`config.mk`:
```
export PLATFORM = sky130hd
export DESIGN_NAME = regfile
export DESIGN_NICKNAME = d
export VERILOG_FILES = /design/src/rtl/regfile_pkg.sv /design/src/rtl/regfile_bypass.sv /design/src/rtl/regfile.sv
export SDC_FILE = /design/constraint.sdc
export NUM_CORES = 2
export LEC_CHECK = 0
export BUFFER_PORTS_ARGS = -buffer_cell sky130_fd_sc_hd__buf_2
export CAP_MARGIN = 20
export CORE_ASPECT_RATIO = 1.5
export CORE_UTILIZATION = 49
export DETAILED_ROUTE_END_ITERATION = 10
export GPL_TIMING_DRIVEN = 0
export PLACE_DENSITY = 0.65
export SKIP_CTS_REPAIR_TIMING = 1
export SYNTH_ARGS = -nofsm -noshare
export SYNTH_HDL_FRONTEND = slang
export SYNTH_SLANG_ARGS = --single-unit
```
`constraint.sdc`:
```
create_clock -name clk_in -period 5.7 [get_ports clk_in]
set_clock_uncertainty 0.05 [all_clocks]
set_input_delay 1.425 -clock clk_in [delete_from_list [all_inputs] [get_ports clk_in]]
set_output_delay 1.425 -clock clk_in [all_outputs]
set_load 0.02 [all_outputs]
```
`src/rtl/regfile_pkg.sv`:
```
// ---------------------------------------------------------------------------
// regfile_pkg
// Shared constants and types for the RV32I general-purpose register file.
//   REG_NUM_DEF / DATA_W_DEF : default register count and register width
//   REG_ADDR_W               : register address width (5 bits for 32 regs)
//   ZERO_WORD                : all-zero data word
//   bypass_src_t             : which source a read port is returning
// ---------------------------------------------------------------------------
package regfile_pkg;

    localparam int REG_NUM_DEF = 32;
    localparam int DATA_W_DEF  = 32;
    localparam int REG_ADDR_W  = 5;

    localparam logic [DATA_W_DEF-1:0] ZERO_WORD = '0;

    // Source selected for a read port, from highest to lowest priority
    // (SRC_ZERO covers inactive reads and x0).
    typedef enum logic [2:0] {
        SRC_ZERO,
        SRC_EX,
        SRC_MEM,
        SRC_WB,
        SRC_ARRAY
    } bypass_src_t;

endpackage

```
`src/rtl/regfile_bypass.sv`:
```
// ---------------------------------------------------------------------------
// regfile_bypass
// Combinational operand selection for one decode read port. Picks the
// youngest in-flight result for the requested register (EX, then MEM, then
// WB) and falls back to the stored array word. Flags a hazard when the
// selected producer is a load whose data is not yet available.
//   read_flag / read_addr          : read request and register address
//   ex_* / mem_* / wb_*            : per-stage write enable, address, data
//   ex_is_load                     : EX result is a load (data not valid)
//   mem_pending                    : MEM load data has not returned
//   array_word                     : regs[read_addr] from the storage array
//   read_data                      : selected operand
//   hazard                         : operand unavailable, decode must hold
// ---------------------------------------------------------------------------
module regfile_bypass
    import regfile_pkg::*;
#(
    parameter int DATA_W = DATA_W_DEF,
    parameter int ADDR_W = REG_ADDR_W
) (
    input  logic              read_flag,
    input  logic [ADDR_W-1:0] read_addr,
    input  logic              ex_wen,
    input  logic [ADDR_W-1:0] ex_waddr,
    input  logic [DATA_W-1:0] ex_wdata,
    input  logic              ex_is_load,
    input  logic              mem_wen,
    input  logic [ADDR_W-1:0] mem_waddr,
    input  logic [DATA_W-1:0] mem_wdata,
    input  logic              mem_pending,
    input  logic              wb_wen,
    input  logic [ADDR_W-1:0] wb_waddr,
    input  logic [DATA_W-1:0] wb_wdata,
    input  logic [DATA_W-1:0] array_word,
    output logic [DATA_W-1:0] read_data,
    output logic              hazard
);

    logic        active;
    logic        ex_hit;
    logic        mem_hit;
    logic        wb_hit;
    bypass_src_t src;

    // A stage only matches when it writes a real register; a write aimed at
    // x0 must never shadow anything, even if the read address is also 0.
    assign active  = read_flag && (read_addr != '0);
    assign ex_hit  = active && ex_wen  && (ex_waddr  != '0) && (ex_waddr  == read_addr);
    assign mem_hit = active && mem_wen && (mem_waddr != '0) && (mem_waddr == read_addr);
    assign wb_hit  = active && wb_wen  && (wb_waddr  != '0) && (wb_waddr  == read_addr);

    // Priority select: the youngest producer wins so decode always sees the
    // value that program order says it should.
    always_comb begin
        src = SRC_ZERO;
        if (!active) begin
            src = SRC_ZERO;
        end else if (ex_hit) begin
            src = SRC_EX;
        end else if (mem_hit) begin
            src = SRC_MEM;
        end else if (wb_hit) begin
            src = SRC_WB;
        end else begin
            src = SRC_ARRAY;
        end
    end

    // Map the chosen source onto the data output. During a hazard this is
    // still the selected (stale) word; decode is told not to consume it.
    always_comb begin
        read_data = '0;
        case (src)
            SRC_EX:    read_data = ex_wdata;
            SRC_MEM:   read_data = mem_wdata;
            SRC_WB:    read_data = wb_wdata;
            SRC_ARRAY: read_data = array_word;
            default:   read_data = '0;
        endcase
    end

    // A MEM-stage load only blocks when no younger EX result shadows it.
    assign hazard = (ex_hit && ex_is_load) || (!ex_hit && mem_hit && mem_pending);

endmodule

```
`src/rtl/regfile.sv`:
```
// ---------------------------------------------------------------------------
// regfile
// 32 x 32-bit RV32I register file, x0 hardwired to zero. Two combinational
// read ports with EX/MEM/WB forwarding, one write-back write port, and a
// load-use stall request.
//   clk_in, rst_in (sync, active-low), rdy_in (low freezes array writes)
//   read_flag_1/2, reg_read_1/2 -> read_data_1/2
//   ex_wen/ex_waddr/ex_wdata/ex_is_load    : EX-stage result
//   mem_wen/mem_waddr/mem_wdata/mem_pending: MEM-stage result
//   wb_wen/wb_waddr/wb_wdata               : write-back port
//   stall_req                              : decode must hold
// ---------------------------------------------------------------------------
module regfile
    import regfile_pkg::*;
#(
    parameter int REG_NUM = REG_NUM_DEF,
    parameter int DATA_W  = DATA_W_DEF,
    localparam int ADDR_W = $clog2(REG_NUM)
) (
    input  logic              clk_in,
    input  logic              rst_in,
    input  logic              rdy_in,
    input  logic              read_flag_1,
    input  logic [ADDR_W-1:0] reg_read_1,
    output logic [DATA_W-1:0] read_data_1,
    input  logic              read_flag_2,
    input  logic [ADDR_W-1:0] reg_read_2,
    output logic [DATA_W-1:0] read_data_2,
    input  logic              ex_wen,
    input  logic [ADDR_W-1:0] ex_waddr,
    input  logic [DATA_W-1:0] ex_wdata,
    input  logic              ex_is_load,
    input  logic              mem_wen,
    input  logic [ADDR_W-1:0] mem_waddr,
    input  logic [DATA_W-1:0] mem_wdata,
    input  logic              mem_pending,
    input  logic              wb_wen,
    input  logic [ADDR_W-1:0] wb_waddr,
    input  logic [DATA_W-1:0] wb_wdata,
    output logic              stall_req
);

    // x0 is not stored; index 0 is decoded to zero before reaching the array.
    logic [DATA_W-1:0] regs [1:REG_NUM-1];

    logic [DATA_W-1:0] array_word_1;
    logic [DATA_W-1:0] array_word_2;
    logic [DATA_W-1:0] byp_data_1;
    logic [DATA_W-1:0] byp_data_2;
    logic              hazard_1;
    logic              hazard_2;

    // Storage update. Reset wins over any write in the same cycle; rdy_in low
    // freezes the array while reads and forwarding keep working.
    always_ff @(posedge clk_in) begin
        if (!rst_in) begin
            for (int i = 1; i < REG_NUM; i++) begin
                regs[i] <= '0;
            end
        end else if (rdy_in && wb_wen && (wb_waddr != '0)) begin
            regs[wb_waddr] <= wb_wdata;
        end
    end

    assign array_word_1 = (reg_read_1 == '0) ? '0 : regs[reg_read_1];
    assign array_word_2 = (reg_read_2 == '0) ? '0 : regs[reg_read_2];

    regfile_bypass #(.DATA_W(DATA_W), .ADDR_W(ADDR_W)) u_bypass_1 (
        .read_flag   (read_flag_1),
        .read_addr   (reg_read_1),
        .ex_wen      (ex_wen),
        .ex_waddr    (ex_waddr),
        .ex_wdata    (ex_wdata),
        .ex_is_load  (ex_is_load),
        .mem_wen     (mem_wen),
        .mem_waddr   (mem_waddr),
        .mem_wdata   (mem_wdata),
        .mem_pending (mem_pending),
        .wb_wen      (wb_wen),
        .wb_waddr    (wb_waddr),
        .wb_wdata    (wb_wdata),
        .array_word  (array_word_1),
        .read_data   (byp_data_1),
        .hazard      (hazard_1)
    );

    regfile_bypass #(.DATA_W(DATA_W), .ADDR_W(ADDR_W)) u_bypass_2 (
        .read_flag   (read_flag_2),
        .read_addr   (reg_read_2),
        .ex_wen      (ex_wen),
        .ex_waddr    (ex_waddr),
        .ex_wdata    (ex_wdata),
        .ex_is_load  (ex_is_load),
        .mem_wen     (mem_wen),
        .mem_waddr   (mem_waddr),
        .mem_wdata   (mem_wdata),
        .mem_pending (mem_pending),
        .wb_wen      (wb_wen),
        .wb_waddr    (wb_waddr),
        .wb_wdata    (wb_wdata),
        .array_word  (array_word_2),
        .read_data   (byp_data_2),
        .hazard      (hazard_2)
    );

    // While reset is held the outputs are forced quiet, so a stall in
    // progress drops in the same cycle reset is asserted.
    assign read_data_1 = rst_in ? byp_data_1 : '0;
    assign read_data_2 = rst_in ? byp_data_2 : '0;
    assign stall_req   = rst_in && (hazard_1 || hazard_2);

endmodule

```
==> metrics.md <==
| Metric | Value |
|---|---|
| Cell taking the most area after synthesis | edfxtp_1 |
| CTS tree | done |
| FF+latch area | 30700 sq um |
| Net switching power | 4.77 mW |
| Adder-cell share of the synthesized area | 0% |
| Final wirelength | 223000 um |
| Most frequent cell after synthesis | edfxtp_1 |
| Area delta synth->final | 15.6% |
| Unique masters post-synth | 50 |
| CTS root buf | clkbuf_16 |
| Number of synthesized register bits | 1024 |
| CP max-delay cell | o22ai_1 |
| Gr usage total | 38.4% |
| Share of the synthesized area in the top cell type | 54.6% |
| Final setup TNS | -0.785 ns |
| Comb pwr share | 14.5% |
| Arr. time, crit path | 4.36 ns |
| Worst hold stages | 1 |
| Worst-path clk slew | 0.06 ns |
| Hpwl dp | 167000 um |
| Final hold violations | 0 |
| Slew @ Worst Pin | 1.24 ns |
| Finish-stage setup viols | 27 |
| DIE AREA | 116000 sq um |
| Most flops, register | regs |
| Post-Place Worst Slack | -1.47 ns |
| Post-route minimum period | 5.83 ns |
| Max reg flops | 1024 |
| Vias in the first global route | 38300 |
| WP data required | 4.22 ns |
| Pre-antenna DRT Iters | 8 |
| Port buffer count | 181 |
| Cell Pwr Density | 280 nW/um^2 |
| H-tree Lvls | 3 |
| Fillcell total | 8916 |
| Number of flops mapped to enable cells by yosys | 1024 |
| Clock Power Share | 36.8% |
| Met3 WL post-DR | 27900 um |
| Failing checks | negative setup slack |
| Crit-path max cell delay | 0.64 ns |
| Leakage | 22.5 nW |
| Synth area leaders | edfxtp_1 55%, mux4_2 23%, and2_1 11% |
| Worst-path maximum fanout | 10 |
| Hold EP | regs[0][29] |
| GRT overflow | 0 |
| Prevailing post-synth register cell | edfxtp_1 |
| Fmax | 172 MHz |
| IO Pins | 196 |
| First-pass GRT wire length | 300000 um |
| ANT nets after route | 0 |
| Synth Area in XOR/XNOR | 0.466% |
| Unrepaired setup endpoints after global routing | yes |
| Yosys warns | 0 |
| Crit Path Class | primary input to output pin |
| Crit end category | output pin |
| DIE WIDTH | 279 um |
| Drt drc | 0 |
| Outcome | finished with violations |
| Starting DRC count in detailed routing | 6029 |
| Clock sink total | 1024 |
| Placed inst area | 61000 sq um |
| Max cap viols | 0 |
| Min-delay src | wb_wdata[29] |
| Internal | 13.5 mW |
| Avg Cell Area, Syn | 15.4 sq um |
| Main combinational cell family by area after synthesis | multiplexers |
| Layout cells sized above 1 | 31.2% |
| Clock Path Buffers | 3 |
| Final Cycle Share | 102% |
| Worst ir drop on vdd | 0.254 mV |
| Core Box Area | 114000 sq um |
| Min-Delay Path Class | primary input to flop |
| Cell area after synthesis | 56400 sq um |
| Biggest regs | regs: 1024 flops |
| Row cnt | 152 |
| WL met1 | 70900 um |
| Final slew viol count | 0 |
| GP Congestion | 0.994 |
| Top cells by instance count after synthesis | 1024 x edfxtp_1, 1005 x and2_1, 566 x mux4_2, 305 x clkbuf_1, 83 x a221oi_1 |
| Post-Synth Simple-Gate Area | 13.5% |
| Crit-path cells | buf_6 -> clkbuf_2 -> buf_2 -> nand2_1 -> clkbuf_2 -> o22ai_1 -> a221oi_2 -> o22ai_1 -> buf_2 |
| Worst rel slew slack | 17.6% |
| Mux contribution to synthesized area | 25.3% |
| Num CTS Buffers | 100 |
| Switching Share | 26.1% |
| Initial core utilization | 49.3% |
| Synth Area in Compound Gates | 3.16% |
| Met2 WL | 106000 um |
| Synth Instances | 3654 |
| DR top layer | met5 |
| Seq/Total Area, Yosys | 54.6% |
| Routed vias | 39100 |
| Final setup margin | -0.130 ns |
| DR WL/cell | 39.2 um |
| Nets | 4177 |
| Area of the multi-input gates | 24800 sq um |
| Part of the power in registers | 48.6% |
| Largest net degree at the start of global routing | 20 |
| Fin area | 65100 sq um |
| Worst setup SP type | primary input |
| Vert. Die Dim | 417 um |
| Vias per cell | 6.89 |
| Async S/R FF share, synth | 0% |
| Antenna violations before repair | 26 |
[per-layer routing]
layer  track usage [%]  vias to the layer above
met5             0.925                        -
met2              61.9                     3141
met3              10.3                      825
met1              45.0                    20100
li1                  -                    15000
met4              26.0                       10
[final cells by class]
cell class / count / area share [%]
antenna: 12 / 0.0461
buffer: 406 / 3.08
clock buffer: 115 / 4.03
clock inverter: 61 / 0.801
inverter: 8 / 0.0461
multi-input combinational: 2245 / 38.0
sequential: 1024 / 47.2
tap: 1540 / 2.96
timing repair buffer: 261 / 3.79
[through the flow]
stage	util [%]	cells	hold slack [ns]	total power, mW
6_report	57.0	5672	0.908	18.2
2_1_floorplan	-	3685	1.47	10.4
5_1_grt	57.0	5661	0.926	18.5
4_1_cts	56.1	5644	0.898	18.0
3_5_place_dp	53.4	5468	1.66	11.5
3_3_place_gp	51.9	5406	1.65	11.4
[worst max path at each step]
| stage | from | end | slack (ns) |
|---|---|---|---|
| 6_report | reg_read_1[1] | read_data_1[18] | -0.13 |
| 5_1_grt | reg_read_2[3] | read_data_2[3] | -0.03 |
| 4_1_cts | reg_read_2[3] | read_data_2[4] | -1.48 |
| 3_5_place_dp | reg_read_2[3] | read_data_2[4] | -1.47 |
| 3_3_place_gp | rst_in | regs[2][4] | -4.69 |
| 2_1_floorplan | rst_in | regs[20][0] | 0.52 |
[cells by family (layout without fill, tap and decap cells)]
logic type | after synthesis | count (layout)
mux | 709 | 709
other cells | 1 | 44
simple gates | 1230 | 1230
buf+inv | 416 | 851
xor+xnor | 30 | 30
compound gates | 244 | 244
flops | 1024 | 1024
[worst max-delay path, delay by kind of cell]
kind / cells / cell delay (ns)
AO/OA/AOI/OAI: 3 / 0.93
buffers and inverters: 5 / 1.67
AND/OR/NAND/NOR: 1 / 0.30
[power by group through the flow]
stage / registers, mW / clock network [mW] / logic, mW
floorplan: 8.97 / 0 / 1.44
global placement: 9.06 / 0 / 2.34
detailed placement: 9.02 / 0 / 2.48
CTS: 8.86 / 6.65 / 2.49
global route: 8.91 / 6.92 / 2.68
finish: 8.87 / 6.72 / 2.65
[layout by cell type (no fill, tap or decap), drive strengths merged, types with 2 or more instances in the layout]
cell and n:
nand3 16, and2 1005, or4 5, buf 335, diode 12, o2111ai 2, or2 4, o211ai 29
mux2i 81, nand4bb 2, o22ai 62, nand4 2, nor2 38, inv 11, a221oi 83, bufinv 9
a211oi 13, nand2b 57, or3 5, mux2 62, o21ai 39, nand2 11, conb 32, and3 65
xor2 6, edfxtp 1024, nand3b 4, clkinv 48, clkbuf 446, nor3 3, mux4 566, nor2b 6
o221ai 4, a21oi 3, o31ai 2, nor4 3, a22oi 4, xnor2 24
Note: power is estimated with default switching activity, not from simulation.
